## config.mk

```make
export PLATFORM = sky130hd
export DESIGN_NAME = mem_arbiter
export DESIGN_NICKNAME = d
export VERILOG_FILES = /design/src/rtl/mem_arbiter_pkg.sv /design/src/rtl/mem_arb_prio.sv /design/src/rtl/mem_arbiter.sv
export SDC_FILE = /design/constraint.sdc
export NUM_CORES = 1
export LEC_CHECK = 0
export CORE_MARGIN = 3
export CORE_UTILIZATION = 30
export DETAILED_ROUTE_END_ITERATION = 8
export PLACE_DENSITY = 0.68
export SYNTH_ARGS = -nofsm -noshare
export SYNTH_HDL_FRONTEND = slang
export SYNTH_SLANG_ARGS = --single-unit
```

## constraint.sdc

```tcl
create_clock -name clk -period 4.5 [get_ports clk]
set_input_delay 0.9 -clock clk [delete_from_list [all_inputs] [get_ports clk]]
set_output_delay 0.9 -clock clk [all_outputs]
set_load 0.01 [all_outputs]
```

## src/rtl/mem_arbiter_pkg.sv

```systemverilog
// Shared types for the memory arbiter: FSM states, owner encodings and the
// byte-lane merge used by read-modify-write stores.
package mem_arbiter_pkg;

    typedef enum logic [1:0] {
        ST_IDLE   = 2'd0,
        ST_ACCESS = 2'd1,
        ST_RMW_WR = 2'd2,
        ST_RESP   = 2'd3
    } state_t;

    typedef enum logic {
        OWN_IF  = 1'b0,
        OWN_LSU = 1'b1
    } owner_t;

    localparam int STARVE_LIMIT_DEF = 4;
    localparam int CNT_W_DEF        = 3;

    // Lanes with be set come from the store data, the rest keep the old word.
    function automatic logic [31:0] merge_bytes(input logic [3:0]  be,
                                                input logic [31:0] wdata,
                                                input logic [31:0] rdata);
        logic [31:0] res;
        for (int i = 0; i < 4; i++) begin
            res[i*8 +: 8] = be[i] ? wdata[i*8 +: 8] : rdata[i*8 +: 8];
        end
        return res;
    endfunction

endpackage

```

## src/rtl/mem_arb_prio.sv

```systemverilog
// Two-way grant logic: LSU normally wins, but IF is forced through once it
// has watched STARVE_LIMIT consecutive LSU grants while requesting.
module mem_arb_prio
    import mem_arbiter_pkg::*;
#(
    parameter int STARVE_LIMIT = STARVE_LIMIT_DEF,
    parameter int CNT_W        = CNT_W_DEF
) (
    input  logic   clk,
    input  logic   rst_n,
    input  logic   en,
    input  logic   if_req,
    input  logic   lsu_req,
    output logic   if_gnt,
    output logic   lsu_gnt,
    output owner_t winner
);

    localparam logic [CNT_W-1:0] LIMIT = CNT_W'(STARVE_LIMIT);

    logic [CNT_W-1:0] starve_cnt;
    logic             if_win;
    logic             lsu_win;

    assign if_win  = if_req && (!lsu_req || (starve_cnt == LIMIT));
    assign lsu_win = lsu_req && !if_win;
    assign if_gnt  = en && if_win;
    assign lsu_gnt = en && lsu_win;
    assign winner  = lsu_win ? OWN_LSU : OWN_IF;

    // The count only means "IF has been waiting", so any gap in if_req resets it.
    always_ff @(posedge clk or negedge rst_n) begin
        if (!rst_n) begin
            starve_cnt <= '0;
        end else if (!if_req || if_gnt) begin
            starve_cnt <= '0;
        end else if (lsu_gnt && (starve_cnt != LIMIT)) begin
            starve_cnt <= starve_cnt + 1'b1;
        end
    end

endmodule

```

## src/rtl/mem_arbiter.sv

```systemverilog
// Shares one word-wide, async-read/sync-write memory between IF and LSU,
// one transaction at a time, with read-modify-write for sub-word stores.
module mem_arbiter
    import mem_arbiter_pkg::*;
#(
    parameter int STARVE_LIMIT = STARVE_LIMIT_DEF,
    parameter int CNT_W        = CNT_W_DEF
) (
    input  logic        clk,
    input  logic        rst_n,
    input  logic        if_req,
    input  logic [31:0] if_addr,
    output logic        if_gnt,
    output logic        if_rsp_valid,
    output logic [31:0] if_rdata,
    output logic        if_fault,
    input  logic        lsu_req,
    input  logic        lsu_we,
    input  logic [3:0]  lsu_be,
    input  logic [31:0] lsu_addr,
    input  logic [31:0] lsu_wdata,
    output logic        lsu_gnt,
    output logic        lsu_rsp_valid,
    output logic [31:0] lsu_rdata,
    output logic        lsu_fault,
    output logic        mem_rw,
    output logic [31:0] mem_address,
    output logic [31:0] mem_write_data,
    input  logic [31:0] mem_read_data,
    input  logic        mem_selected
);

    // Handshake: a requester holds req and its fields stable until gnt; gnt is
    // a one-cycle pulse in IDLE, and the response is a one-cycle rsp_valid
    // carrying rdata/fault, two or three cycles after gnt.

    state_t      state;
    owner_t      owner_q;
    owner_t      winner;
    logic [31:0] addr_q;
    logic [31:0] wdata_q;
    logic [31:0] merged_q;
    logic [3:0]  be_q;
    logic        we_q;
    logic        arb_en;
    logic        acc_fault;
    logic        full_wr;
    logic        direct_rsp;
    logic        in_mem_phase;
    logic [31:0] acc_rdata;

    assign arb_en = (state == ST_IDLE) && rst_n;

    mem_arb_prio #(
        .STARVE_LIMIT(STARVE_LIMIT),
        .CNT_W       (CNT_W)
    ) u_prio (
        .clk    (clk),
        .rst_n  (rst_n),
        .en     (arb_en),
        .if_req (if_req),
        .lsu_req(lsu_req),
        .if_gnt (if_gnt),
        .lsu_gnt(lsu_gnt),
        .winner (winner)
    );

    assign acc_fault    = (addr_q[1:0] != 2'b00) || !mem_selected;
    assign full_wr      = we_q && (be_q == 4'hF);
    assign acc_rdata    = (acc_fault || we_q) ? 32'h0 : mem_read_data;
    assign direct_rsp   = acc_fault || !we_q || (be_q == 4'hF) || (be_q == 4'h0);
    assign in_mem_phase = (state == ST_ACCESS) || (state == ST_RMW_WR);
    assign mem_address  = in_mem_phase ? addr_q : 32'h0;

    // Write strobe is decoded from state so an async reset drops it at once.
    always_comb begin
        mem_rw         = 1'b0;
        mem_write_data = 32'h0;
        if ((state == ST_ACCESS) && full_wr && !acc_fault) begin
            mem_rw         = 1'b1;
            mem_write_data = wdata_q;
        end else if (state == ST_RMW_WR) begin
            mem_rw         = 1'b1;
            mem_write_data = merged_q;
        end
    end

    always_ff @(posedge clk or negedge rst_n) begin
        if (!rst_n) begin
            state         <= ST_IDLE;
            owner_q       <= OWN_IF;
            addr_q        <= '0;
            wdata_q       <= '0;
            merged_q      <= '0;
            be_q          <= '0;
            we_q          <= 1'b0;
            if_rsp_valid  <= 1'b0;
            if_rdata      <= '0;
            if_fault      <= 1'b0;
            lsu_rsp_valid <= 1'b0;
            lsu_rdata     <= '0;
            lsu_fault     <= 1'b0;
        end else begin
            case (state)
                ST_IDLE: begin
                    if (if_gnt || lsu_gnt) begin
                        owner_q <= winner;
                        addr_q  <= lsu_gnt ? lsu_addr : if_addr;
                        we_q    <= lsu_gnt && lsu_we;
                        be_q    <= lsu_gnt ? lsu_be : 4'h0;
                        wdata_q <= lsu_gnt ? lsu_wdata : 32'h0;
                        state   <= ST_ACCESS;
                    end
                end
                ST_ACCESS: begin
                    if (direct_rsp) begin
                        if (owner_q == OWN_IF) begin
                            if_rsp_valid <= 1'b1;
                            if_rdata     <= acc_rdata;
                            if_fault     <= acc_fault;
                        end else begin
                            lsu_rsp_valid <= 1'b1;
                            lsu_rdata     <= acc_rdata;
                            lsu_fault     <= acc_fault;
                        end
                        state <= ST_RESP;
                    end else begin
                        merged_q <= merge_bytes(be_q, wdata_q, mem_read_data);
                        state    <= ST_RMW_WR;
                    end
                end
                ST_RMW_WR: begin
                    // Only the LSU issues stores, so the response is always LSU's.
                    lsu_rsp_valid <= 1'b1;
                    lsu_rdata     <= '0;
                    lsu_fault     <= 1'b0;
                    state         <= ST_RESP;
                end
                ST_RESP: begin
                    if_rsp_valid  <= 1'b0;
                    if_rdata      <= '0;
                    if_fault      <= 1'b0;
                    lsu_rsp_valid <= 1'b0;
                    lsu_rdata     <= '0;
                    lsu_fault     <= 1'b0;
                    state         <= ST_IDLE;
                end
                default: state <= ST_IDLE;
            endcase
        end
    end

endmodule

```

==> flow_summary.ini <==
[synth]
synthDominantCellAreaShare = 0.5648
synth_cells = 725
syn-mean-instance-area_um2 = 10.69
synth-edff-count = 0
synth_sequential_area_ratio = 0.5648
postSynthNetCount = 870
synth-async-reset-ratio = 1.000
postSynth.topFlopCell = sky130_fd_sc_hd__dfrtp_1
synthesis.area_mm2 = 0.007754
synth-seq-cells = 175
synth.lib_cells_used.distinct = 40
ys_top_cells_by_area = sky130_fd_sc_hd__dfrtp_1 (56%), sky130_fd_sc_hd__a22o_1 (12%), sky130_fd_sc_hd__nand2_1 (6.6%)
synth.yosys.warnings = 0
synth_top_area_cell = sky130_fd_sc_hd__dfrtp_1

[floorplan]
std_cell_rows = 58
initial_core_util = 0.3061
fp.dieArea_mm2 = 0.02781
dieWidth_um = 166.8
io_pins = 273
area_of_the_core_mm2 = 0.02533
overall_die_height_um = 166.8

[run]
timing.max_cap.violations = 0

[timing]
timing.final.crit_period_ns = 4.151
finalHoldViolCount = 0
relSlewSlack = 0.4004
worstMarginPinSlew_ns = 0.8994
setup_viol = 0
fin_tns_setup_ns = 0
final.setup.worst_slack_ns = 0.3494
period_share = 0.9223
clock-skew-final_ns = 0.01192
hold_ws_ns = 0.4595
timing.fmax_mhz = 240.9
rsz0062_at_grt = false
timing_max_transition_violations_final = 0

[drt]
drt_iter0_drc = 336
route.detailed.vias_per_inst = 4.929
detailedRoute.firstPassIterationCount = 4
detail-route-antenna-nets = 0
vias_post_dr = 6497
drc = 0
wire_per_inst_um = 19.22
drt-total-wl_mm = 25.33

[clock_tree]
cts.repair_timing.setup_buffer_count = 0
tritoncts_num_sinks = 175
cts_max_level = 4
cts_hold_buf = 0
tritoncts.num_buffers = 17
cts.path.max_buffers = 2
clk_root_buffer_cell = sky130_fd_sc_hd__clkbuf_16
tritoncts_clock_tree = yes
clkLatencyLatePin_ns = 0.42
cts_repair_resize_count = 0
worst_setup_hold_path_clk_slew_ns = 0.06

[power]
cellInternalPower_mw = 4.405
ir_drop_v = 0.0002502
cellPowerDensity_mw_per_mm2 = 622.2
static-leakage-power_nw = 4.881
part_of_the_power_in_the_clock_network = 0.202
power_switching_mw = 2.626
pwr-share-comb = 0.426
power_switching_share = 0.3735
power_mw = 7.031
share_seq_of_total_power = 0.373

[place]
routabilityCongestion = 0.8054
io_buffers = 272
numPlacedInstances = 1286
placedInstanceArea_mm2 = 0.01074
detailedPlacementHpwl_mm = 17.45
placement.setup.worst_slack_ns = 0.3272

[hold_path]
min_path_type = reg2reg
hold_path.startpoint = addr_q[25]

[final_layout]
syn_to_final_growth_pct = 45.75
final_nets = 1120
drive_above_1_share = 0.06174
fin_util = 0.4462
antenna-diode-count = 0
post_layout_nonfiller_instances = 1318
final_cell_area_mm2 = 0.01130

[global_route]
grt_overflow_total = 0
grt_pass1_vias = 6801
number_of_antenna_violations_at_the_first_check_in_global_routing = 1
grt_util_all_layers = 0.1816
grt_start_max_net_pins = 71
grt_pass1_wl_mm = 39.69

[worst_setup_path]
r2r-start = be_q[1]
worst_setup_path_end_kind = primary output
critical_path.startpoint = mem_selected
timing.critical_path.fanout_max = 32
worst_ep_required_time_ns = 3.60
path_class = in2out
crit_arrival_ns = 3.25
startpoint_type = primary input

[run_status]
status = complete, no violations
[flip-flops by register name, indices dropped and copies added, names as in the netlist, 2 cells and up]
register	count
lsu_rdata	32
if_rdata	32
addr_q	32
state	2
wdata_q	32
be_q	4
merged_q	32
u_prio.starve_cnt	3
[cell usage after synthesis, types with 2 or more instances]
| cell | number |
|---|---|
| sky130_fd_sc_hd__dfrtp_1 | 175 |
| sky130_fd_sc_hd__nand2_1 | 136 |
| sky130_fd_sc_hd__a22o_1 | 102 |
| sky130_fd_sc_hd__nor2_1 | 38 |
| sky130_fd_sc_hd__a21oi_1 | 37 |
| sky130_fd_sc_hd__o21ai_0 | 36 |
| sky130_fd_sc_hd__and2_1 | 35 |
| sky130_fd_sc_hd__a22oi_1 | 32 |
| sky130_fd_sc_hd__mux2i_1 | 32 |
| sky130_fd_sc_hd__clkbuf_1 | 31 |
| sky130_fd_sc_hd__buf_2 | 16 |
| sky130_fd_sc_hd__buf_6 | 7 |
| sky130_fd_sc_hd__ha_1 | 7 |
| sky130_fd_sc_hd__inv_1 | 6 |
| sky130_fd_sc_hd__nor3_1 | 4 |
| sky130_fd_sc_hd__buf_4 | 3 |
| sky130_fd_sc_hd__nand3_1 | 3 |
| sky130_fd_sc_hd__nand2b_1 | 2 |
| sky130_fd_sc_hd__nor4_4 | 2 |
[logic make-up after synthesis]
logic type | Yosys count | share of synthesized area
AO/OA/AOI/OAI | 214 | 0.2004
adder cells (fa/ha/maj) | 7 | 0.01130
buffers and inverters | 63 | 0.04131
flip-flops | 175 | 0.5648
multiplexers | 32 | 0.04131
AND/OR/NAND/NOR | 234 | 0.1409
[critical path: stages]
cell and delay [ns]:
sky130_fd_sc_hd__clkdlybuf4s50_1 0.45, sky130_fd_sc_hd__or3b_1 0.53, sky130_fd_sc_hd__nor3_2 0.26, sky130_fd_sc_hd__buf_4 0.35
sky130_fd_sc_hd__nand2_1 0.10, sky130_fd_sc_hd__o21ai_0 0.08, sky130_fd_sc_hd__clkdlybuf4s50_1 0.56
[metal layers]
metal / GRT usage / vias up / routed length (µm)
met5: 0 / - / 13
met4: 0.04089 / 2 / 327
met3: 0.05744 / 18 / 1847
met2: 0.3027 / 236 / 12110
li1: - / 3077 / -
met1: 0.2328 / 3164 / 11030
[layout make-up]
class / count / area (µm²)
clock buffer: 18 / 429.2
clock inverter: 14 / 128.9
fill: 2408 / 14030
inverter: 6 / 22.52
multi-input combinational: 487 / 3082
sequential: 175 / 4379
tap: 330 / 412.9
timing repair buffer: 288 / 2846
[final timing paths]
check,end,cells past startpoint,slack (ns)
worst max register to register,if_rdata[20],4,1.92
max in group asynchronous,if_rsp_valid,3,2.44
min in group asynchronous,if_rdata[7],2,0.73
worst min register to register,addr_q[25],2,0.46
worst max-delay path,mem_write_data[2],7,0.35
worst min-delay path,addr_q[25],2,0.46
[cell usage in the layout (no fill, tap or decap), types with 17 or more instances in the layout]
| master | instances |
|---|---|
| sky130_fd_sc_hd__a22oi_1 | 32 |
| sky130_fd_sc_hd__nor2_1 | 37 |
| sky130_fd_sc_hd__dfrtp_1 | 175 |
| sky130_fd_sc_hd__nand2_1 | 136 |
| sky130_fd_sc_hd__and2_1 | 35 |
| sky130_fd_sc_hd__clkbuf_16 | 17 |
| sky130_fd_sc_hd__clkdlybuf4s50_1 | 271 |
| sky130_fd_sc_hd__a21oi_1 | 36 |
| sky130_fd_sc_hd__o21ai_0 | 36 |
| sky130_fd_sc_hd__a22o_1 | 102 |
| sky130_fd_sc_hd__mux2i_1 | 32 |
[power by group through the flow]
stage                     logic [mW]  registers [mW]  clock network (mW)
after floorplan                 1.62            2.59                   0
after global placement          3.01            2.63                   0
after detailed placement        3.04            2.64                   0
after CTS                       3.06            2.62                1.47
after global routing            3.29            2.70                1.54
final                           2.99            2.62                1.42
Note: power is estimated with default switching activity, not from simulation.
